===== config.mk =====
export PLATFORM = sky130hd
export DESIGN_NAME = pe_bist_ctrl
export DESIGN_NICKNAME = d
export VERILOG_FILES = /design/src/rtl/pe_bist_pkg.sv /design/src/rtl/pe_bist_table.sv /design/src/rtl/pe_bist_ctrl.sv
export SDC_FILE = /design/constraint.sdc
export NUM_CORES = 2
export LEC_CHECK = 0
export CORE_UTILIZATION = 55
export DETAILED_ROUTE_END_ITERATION = 10
export GPL_TIMING_DRIVEN = 0
export PLACE_DENSITY = 0.74
export SLEW_MARGIN = 20
export SYNTH_ARGS = -nofsm -noshare
export SYNTH_HDL_FRONTEND = slang
export SYNTH_HIERARCHICAL = 1
export SYNTH_SLANG_ARGS = --single-unit

===== constraint.sdc =====
create_clock -name clk -period 58.6 [get_ports clk]
set_input_delay 11.72 -clock clk [delete_from_list [all_inputs] [get_ports clk]]
set_output_delay 11.72 -clock clk [all_outputs]
set_load 0.01 [all_outputs]

===== src/rtl/pe_bist_pkg.sv =====
// Shared types and PE opcode constants for the PE built-in self-test controller.
package pe_bist_pkg;

  typedef enum logic [2:0] {
    S_IDLE,
    S_ISSUE,
    S_WAIT,
    S_CHECK,
    S_NEXT,
    S_DONE
  } state_t;

  // Opcode field lives in instr[31:28]
  localparam logic [3:0] OP_MAC  = 4'h1;
  localparam logic [3:0] OP_ACT  = 4'h2;
  localparam logic [3:0] OP_NORM = 4'h3;
  localparam logic [3:0] OP_ATTN = 4'h5;

endpackage


===== src/rtl/pe_bist_table.sv =====
// Test-vector register file: instruction, expected result and compare mask per entry.
module pe_bist_table #(
  parameter int unsigned NUM_TESTS  = 8,
  parameter int unsigned RES_WIDTH  = 128,
  parameter int unsigned ADDR_WIDTH = 3
) (
  input  logic                  clk,
  input  logic                  we,
  input  logic [ADDR_WIDTH-1:0] waddr,
  input  logic [31:0]           wr_instr,
  input  logic [RES_WIDTH-1:0]  wr_expect,
  input  logic [RES_WIDTH-1:0]  wr_mask,
  input  logic [ADDR_WIDTH-1:0] raddr,
  output logic [31:0]           rd_instr,
  output logic [RES_WIDTH-1:0]  rd_expect,
  output logic [RES_WIDTH-1:0]  rd_mask
);

  logic [31:0]          instr_mem  [NUM_TESTS];
  logic [RES_WIDTH-1:0] expect_mem [NUM_TESTS];
  logic [RES_WIDTH-1:0] mask_mem   [NUM_TESTS];

  // Contents are deliberately not reset; software loads the table before a run.
  always_ff @(posedge clk) begin
    if (we && (32'(waddr) < NUM_TESTS)) begin
      instr_mem[waddr]  <= wr_instr;
      expect_mem[waddr] <= wr_expect;
      mask_mem[waddr]   <= wr_mask;
    end
  end

  assign rd_instr  = instr_mem[raddr];
  assign rd_expect = expect_mem[raddr];
  assign rd_mask   = mask_mem[raddr];

endmodule


===== src/rtl/pe_bist_ctrl.sv =====
// Sequences table-driven tests through a PE: issue, await result (with timeout), compare, tally.
module pe_bist_ctrl
  import pe_bist_pkg::*;
#(
  parameter int unsigned DATA_WIDTH     = 32,
  parameter int unsigned VECTOR_WIDTH   = 4,
  parameter int unsigned NUM_TESTS      = 8,
  parameter int unsigned TIMEOUT_CYCLES = 16
) (
  input  logic                                            clk,
  input  logic                                            rst_n,
  input  logic                                            start,
  input  logic                                            abort,
  input  logic [$clog2(NUM_TESTS+1)-1:0]                  cfg_num_tests,
  input  logic                                            tbl_we,
  input  logic [((NUM_TESTS > 1) ? $clog2(NUM_TESTS) : 1)-1:0] tbl_addr,
  input  logic [31:0]                                     tbl_instr,
  input  logic [DATA_WIDTH*VECTOR_WIDTH-1:0]              tbl_expect,
  input  logic [DATA_WIDTH*VECTOR_WIDTH-1:0]              tbl_cmp_mask,
  output logic                                            pe_valid_o,
  output logic [31:0]                                     pe_instr_o,
  input  logic                                            pe_ready_i,
  input  logic                                            pe_valid_i,
  input  logic [DATA_WIDTH*VECTOR_WIDTH-1:0]              pe_result_i,
  output logic                                            busy,
  output logic                                            done,
  output logic                                            all_pass,
  output logic [$clog2(NUM_TESTS+1)-1:0]                  pass_cnt,
  output logic [$clog2(NUM_TESTS+1)-1:0]                  fail_cnt,
  output logic [$clog2(NUM_TESTS+1)-1:0]                  timeout_cnt,
  output logic [((NUM_TESTS > 1) ? $clog2(NUM_TESTS) : 1)-1:0] first_fail_idx,
  output logic                                            first_fail_vld
);

  localparam int unsigned RW = DATA_WIDTH * VECTOR_WIDTH;
  localparam int unsigned CW = $clog2(NUM_TESTS + 1);
  localparam int unsigned AW = (NUM_TESTS > 1) ? $clog2(NUM_TESTS) : 1;
  localparam int unsigned TW = $clog2(TIMEOUT_CYCLES);
  localparam logic [CW-1:0] MAX_TESTS = CW'(NUM_TESTS);
  localparam logic [TW-1:0] TMR_LAST  = TW'(TIMEOUT_CYCLES - 1);

  state_t         state, state_n;
  logic [AW-1:0]  idx;
  logic [TW-1:0]  timer;
  logic [CW-1:0]  num_lat, cfg_clamped;
  logic [RW-1:0]  result_q;
  logic [31:0]    rd_instr;
  logic [RW-1:0]  rd_expect, rd_mask;
  logic           mismatch, last;
  logic           run_clr, cap, tmr_clr, tmr_inc, idx_inc, pass_inc, fail_inc, to_inc;

  pe_bist_table #(
    .NUM_TESTS  (NUM_TESTS),
    .RES_WIDTH  (RW),
    .ADDR_WIDTH (AW)
  ) u_table (
    .clk       (clk),
    .we        (tbl_we && !busy),
    .waddr     (tbl_addr),
    .wr_instr  (tbl_instr),
    .wr_expect (tbl_expect),
    .wr_mask   (tbl_cmp_mask),
    .raddr     (idx),
    .rd_instr  (rd_instr),
    .rd_expect (rd_expect),
    .rd_mask   (rd_mask)
  );

  assign cfg_clamped = (cfg_num_tests > MAX_TESTS) ? MAX_TESTS : cfg_num_tests;
  assign mismatch    = |((result_q ^ rd_expect) & rd_mask);
  assign last        = ((CW'(idx) + 1'b1) == num_lat);

  always_ff @(posedge clk or negedge rst_n) begin
    if (!rst_n) state <= S_IDLE;
    else        state <= state_n;
  end

  always_comb begin
    state_n    = state;
    run_clr    = 1'b0;
    cap        = 1'b0;
    tmr_clr    = 1'b0;
    tmr_inc    = 1'b0;
    idx_inc    = 1'b0;
    pass_inc   = 1'b0;
    fail_inc   = 1'b0;
    to_inc     = 1'b0;
    busy       = 1'b0;
    done       = 1'b0;
    pe_valid_o = 1'b0;
    unique case (state)
      S_IDLE, S_DONE: begin
        done = (state == S_DONE);
        if (start) begin
          run_clr = 1'b1;
          state_n = (cfg_clamped == '0) ? S_DONE : S_ISSUE;
        end
      end
      S_ISSUE: begin
        busy       = 1'b1;
        pe_valid_o = 1'b1;
        if (pe_ready_i) begin
          tmr_clr = 1'b1;
          state_n = S_WAIT;
        end
      end
      S_WAIT: begin
        busy = 1'b1;
        if (pe_valid_i) begin
          cap     = 1'b1;
          state_n = S_CHECK;
        end else if (timer == TMR_LAST) begin
          fail_inc = 1'b1;
          to_inc   = 1'b1;
          state_n  = S_NEXT;
        end else begin
          tmr_inc = 1'b1;
        end
      end
      S_CHECK: begin
        busy     = 1'b1;
        pass_inc = !mismatch;
        fail_inc = mismatch;
        state_n  = S_NEXT;
      end
      S_NEXT: begin
        busy = 1'b1;
        if (last) begin
          state_n = S_DONE;
        end else begin
          idx_inc = 1'b1;
          state_n = S_ISSUE;
        end
      end
      default: state_n = S_IDLE;
    endcase
    // Abort overrides every transition and suppresses all bookkeeping this cycle
    if (abort) begin
      state_n  = S_IDLE;
      run_clr  = 1'b0;
      cap      = 1'b0;
      tmr_clr  = 1'b0;
      tmr_inc  = 1'b0;
      idx_inc  = 1'b0;
      pass_inc = 1'b0;
      fail_inc = 1'b0;
      to_inc   = 1'b0;
    end
  end

  assign pe_instr_o = pe_valid_o ? rd_instr : '0;
  assign all_pass   = done && (fail_cnt == '0);

  always_ff @(posedge clk or negedge rst_n) begin
    if (!rst_n) begin
      idx            <= '0;
      timer          <= '0;
      num_lat        <= '0;
      result_q       <= '0;
      pass_cnt       <= '0;
      fail_cnt       <= '0;
      timeout_cnt    <= '0;
      first_fail_idx <= '0;
      first_fail_vld <= 1'b0;
    end else begin
      if (run_clr) begin
        idx            <= '0;
        num_lat        <= cfg_clamped;
        pass_cnt       <= '0;
        fail_cnt       <= '0;
        timeout_cnt    <= '0;
        first_fail_idx <= '0;
        first_fail_vld <= 1'b0;
      end
      if (tmr_clr)      timer <= '0;
      else if (tmr_inc) timer <= timer + 1'b1;
      if (cap)     result_q <= pe_result_i;
      if (idx_inc) idx <= idx + 1'b1;
      if (pass_inc && (pass_cnt != '1)) pass_cnt <= pass_cnt + 1'b1;
      if (to_inc && (timeout_cnt != '1)) timeout_cnt <= timeout_cnt + 1'b1;
      if (fail_inc) begin
        if (fail_cnt != '1) fail_cnt <= fail_cnt + 1'b1;
        if (!first_fail_vld) begin
          first_fail_vld <= 1'b1;
          first_fail_idx <= idx;
        end
      end
    end
  end

endmodule


== Word level (Yosys, flattened, before mapping) ==
Memory sizes are Yosys's and may differ from the RTL's.
Cells that the tools add are included.

* Register bits after elaboration: 158
* Bits in writable memories: 2304
* Bits of input ports: 430
* Output and inout port bits: 52
* Logic and storage cells: 107
* Memories kept: 3

{| class="wikitable"
|+ Memories
! name !! depth !! width !! rd ports !! clocked after memory_dff !! write ports !! RTL line !! source
|-
| u_table.expect_mem || 8 || 128 || 1 || 0 || 1 || pe_bist_table.sv:20 || <nowiki>logic [RES_WIDTH-1:0] expect_mem [NUM_TESTS];</nowiki>
|-
| u_table.mask_mem || 8 || 128 || 1 || 0 || 1 || pe_bist_table.sv:21 || <nowiki>logic [RES_WIDTH-1:0] mask_mem [NUM_TESTS];</nowiki>
|-
| u_table.instr_mem || 8 || 32 || 1 || 0 || 1 || pe_bist_table.sv:19 || <nowiki>logic [31:0] instr_mem [NUM_TESTS];</nowiki>
|}

* Add/subtract/negate cells: 6
* $lt $le $gt $ge: 1
* Eq/ne operators: 13
* Mux-type cells: 55
* Bitwise operators: 2
* Reductions and logical operators: 17

{| class="wikitable"
|+ Operators by type and width
! cell !! count
|-
| $and A128 B128 Y128 || 1
|-
| $reduce_or A128 Y1 || 1
|-
| $xor A128 B128 Y128 || 1
|-
| $mux W3 || 12
|-
| $mux W4 || 9
|-
| $mux W32 || 1
|-
| $mux W1 || 31
|-
| $add A4 B1 Y4 const B || 4
|-
| $ne A4 B4 Y1 const B || 4
|-
| $pmux W3 S5 || 1
|-
| $logic_not A4 Y1 || 2
|-
| $reduce_bool A2 Y1 || 4
|-
| $eq A3 B2 Y1 const B || 2
|-
| $eq A3 B3 Y1 const B || 2
|-
| $ne A3 B3 Y1 const B || 2
|-
| $add A3 B1 Y4 const B || 1
|-
| $eq A4 B4 Y1 || 1
|-
| $eq A4 B4 Y1 const B || 1
|-
| $gt A4 B4 Y1 const B || 1
|-
| $logic_and A1 B1 Y1 || 4
|-
| $reduce_or A4 Y1 || 1
|-
| $add A3 B1 Y3 const B || 1
|-
| $eq A3 B1 Y1 const B || 1
|-
| $logic_not A3 Y1 || 1
|-
| other kinds (4) || 5
|}

== Logic depth before layout (Yosys ltp) ==
An unclocked memory read counts as a cell.

* Word-level depth: 9
* Gate-level depth with buffers: 13
* Depth with buffers taken out: 10

== Modules after synthesis ==
Netlist, hierarchy kept.

{| class="wikitable"
|+ By module, submodules not included
! module !! times used !! cells an instance !! area an instance (µm²) !! sequential area each (µm²)
|-
| pe_bist_table || 1 || 3341 || 86583.0 || 69186.4
|-
| pe_bist_ctrl || 1 || 709 || 8355.5 || 3953.8
|}

== Worst setup path before layout ==
Ideal clock, no wire load.

* Kind: input to register
* Start: input port tbl_addr[0] (netlist name)
* End: memory u_table.expect_mem[0][0] (enable)
* Setup time: 1294 ps
* Arrival time: 31477 ps
* Data required time: 57306 ps
* Path slack: 25828 ps
* Stages on the path: 1
* Buffers on the path: 0
* Cell sequence: nor3_1

{| class="wikitable"
|+ RTL lines
! element !! RTL line !! source
|-
| start: declaration || pe_bist_ctrl.sv:16 || <nowiki>input logic [((NUM_TESTS > 1) ? $clog2(NUM_TESTS) : 1)-1:0] tbl_addr,</nowiki>
|-
| end: declaration || pe_bist_table.sv:20 ||
|}

No word-level cell before the write port.

== Final worst setup path ==
* Start: register idx[2]
* End: output port pe_instr_o[16]

* Cells in the longest elaborated chain, start to end: 2

{| class="wikitable"
|+ Ends and longest elaborated chain
! element !! RTL line !! source
|-
| start: declaration || pe_bist_ctrl.sv:43 || <nowiki>logic [AW-1:0] idx;</nowiki>
|-
| start signal: assignment || pe_bist_ctrl.sv:178 || <nowiki>if (idx_inc) idx <= idx + 1'b1;</nowiki>
|-
| $mem_v2 Z8 W32 || -- ||
|-
| net rd_instr[16] || pe_bist_ctrl.sv:47 || <nowiki>logic [31:0] rd_instr;</nowiki>
|-
| $mux W32 || pe_bist_ctrl.sv:151 || <nowiki>assign pe_instr_o = pe_valid_o ? rd_instr : '0;</nowiki>
|-
| end: declaration || pe_bist_ctrl.sv:21 || <nowiki>output logic [31:0] pe_instr_o,</nowiki>
|}

The timed path passes the listed nets, and every way through them passes these cells.

==> impl_results.md <==
* Run status: finished clean
* Maximum root-to-sink buffer count at 3
* Die Y at between 400 and 500 µm
* Grt total ovfl at 0
* R2R cell count at 13
* Global-route wire length before repair at roughly 340 mm
* GPL Wtd Cong at 0.791
* DR iter-0 viols at ~5,000
* Synth top area cells: edfxtp_1 (73%), mux4_2 (14%), mux2_2 (4.9%)
* Register area at approximately 0.073 mm²
* Final period utilization at 0.277
* RSZ-0062 raised after global routing: no
* Syn Nets at between 4,000 and 5,000
* Pwr per Cell Area at a little over 40 mW/mm²
* Worst Tran Pin Value at 1.24 ns
* Largest net degree at the start of global routing at 76
* Post CTS Setup Buffer Count at 0
* Hold Path Class: reg -> reg
* Fmax at between 0.06 and 0.07 GHz
* Number of buffers inserted by port buffering at 481
* Synth top area share at 0.729
* Post-synthesis cell type count at 42
* Filler Cells Inserted at 10,700
* Peak VDD IR at 0.0326 mV
* Commonest cells after routing, fill and taps aside: edfxtp_1 (2,304), mux4_2 (576), clkdlybuf4s50_1 (480), mux2_2 (416), clkbuf_16 (235)
* Leak at ~37 nW
* Cells after synthesis at about 4,000
* EDFF count, synth at approximately 2,300
* Drt drc at 0
* Clk_skew at ~0.043 ns
* Initial Utilization at 0.553
* Placed Area at ~0.11 mm²
* Initial antenna violation count at 102
* DR vias/cell at roughly 6.1
* # Max-Cap Violations at 0
* Setup TNS Final at 0 ns
* Synth async-reset ratio at 0.0642
* Die area at about 0.17 mm²
* Hold Vio Cnt, Final at 0
* Multi-input gate area at a little over 0.02 mm²
* Arrival time worst endpoint at ~4.5 ns
* Worst rel slew slack at 0.173
* Area Growth Syn to Fin at 20.0%
* DR pass1 iterations at 7
* Setup ws final at 42.39 ns
* Avg WL per Cell at about 32 µm
* Final WL at between 200 and 250 mm
* Register area share after synthesis at 0.770
* Post-route ant nets at 0
* Reg clk slew, reported paths at 0.06 ns
* Min Tclk post-route at 16.21 ns
* CP Class: reg -> out
* Mapped Area at approximately 0.095 mm²
* Setup violators final at 0
* Nets@finish at about 5,400
* Total number of vias at around 46,000
* Commonest non-fill, non-tap cell in the layout: edfxtp_1
* H-tree levels at 4
* Cts hold-fix bufs at 0
* CTS root buf: clkbuf_16
* Vias in the first global route at 46,500
* Final instance area at between 0.1 and 0.15 mm²
* Worst endpoint required time at about 47 ns
* Sink Count at between 2,000 and 2,500
* CP Launch Type: flip-flop
* Average cell area after synthesis at 23.4 µm²
* Hold depth at 1
* Clk_lat worst skew at a little under 0.9 ns
* Yosys Warn Count at 6
* Detailed Place HPWL at 165 mm
* Flops & latches, synth at between 2,000 and 2,500
* Gr usage total at 0.279
* Post-synth top area cell: edfxtp_1
* # rows at approximately 150
* Core footprint at 0.172 mm²
* Final Max Tran Viols at 0
* CTS Buf Count at around 240
* CP endpoint kind: output pin
* DP Worst Slack at between 40 and 50 ns
* Post_cts resized at 0
* Layout cells sized above 1 at 0.324
* Critical path fanouts, max at 10
* Main synth FF type: edfxtp_1
* Die width at between 400 and 500 µm
* TritonCTS clock tree: built
* Ports at 482
## worst max-delay path, stage by stage, from the launching register on
cell and delay, ns:
dfrtp_1 0.46, buf_2 0.42, clkbuf_1 0.93, buf_2 0.48
mux4_2 0.38, mux2_2 0.30, and2_1 0.14, clkdlybuf4s50_1 0.47
## final timing paths
check / startpoint / to / slack [ns]
max in group asynchronous: rst_n / result_q[122] / 47.13
min in group asynchronous: rst_n / pass_cnt[3] / 10.66
hold reg to reg: result_q[38] / result_q[38] / 0.53
setup / recovery: idx[2] / pe_instr_o[16] / 42.39
setup reg to reg: idx[2] / first_fail_idx[0] / 52.27
hold / removal: result_q[38] / result_q[38] / 0.53
## state kept, by name, indices dropped and copies added, names as in the netlist, 3 cells and up
name and count:
timeout_cnt 4, result_q 128, pass_cnt 4, u_table/expect_mem 1024, first_fail_idx 3, idx 3, state 3, u_table/instr_mem 256
timer 4, num_lat 4, u_table/mask_mem 1024, fail_cnt 4
## kinds of logic after synthesis
group	Yosys count	share of synthesized area
compound gates	100	0.00738
xor+xnor	138	0.0127
fa+ha+maj	6	0.000791
buf+inv	196	0.0134
flops	2462	0.770
mux	1001	0.187
simple gates	147	0.00834
## stage by stage
stage	utilization	hold slack [ns]	total power, W	std cells
floorplan	-	0.469	0.00272	4050
global placement	0.598	0.495	0.00318	6841
detailed placement	0.619	0.508	0.00314	7046
CTS	0.663	0.532	0.00462	7492
global route	0.664	0.536	0.00472	7524
finish	0.664	0.526	0.00459	7531
## metal layers
layer  vias to the layer above  routed length (µm)  global-route usage
met3                       494               19500              0.0593
met2                      2085              121000               0.458
met5                         -                 453                   0
li1                      19000                   -                   -
met4                        70               10900               0.125
met1                     24400               88600               0.363
## power breakdown
part / switching [W] / internal, W / total [W]
registers: 0.0000638 / 0.00205 / 0.00212
clock network: 0.000657 / 0.000833 / 0.00149
logic: 0.000556 / 0.000427 / 0.000983
total: 0.00128 / 0.00331 / 0.00459
## cells in the mapped netlist, drive strengths merged, types with 2 or more instances
library cell / count
nand2b: 9
buf: 138
nor3b: 3
a31oi: 3
and3: 2
o211ai: 3
nor2: 24
nand3b: 3
xor2: 135
a22oi: 65
nand4: 18
nand2: 29
mux2i: 9
or3: 2
nor4: 5
inv: 12
or4: 2
a21oi: 7
clkbuf: 46
o21ai: 15
and2: 33
mux4: 576
edfxtp: 2304
nor3: 6
xnor2: 3
mux2: 416
o31ai: 2
dfrtp: 158
nand3: 7
ha: 6
## cell type report
type                       instances  share of cell area
antenna                           39            0.000857
clock buffer                     307              0.0546
clock inverter                   139              0.0124
timing repair buffer             686              0.0725
buffer                           184              0.0109
inverter                          12            0.000396
sequential                      2462               0.642
multi-input combinational       1392               0.181
tap                             2310              0.0254
(Power assumes the default switching activity.)
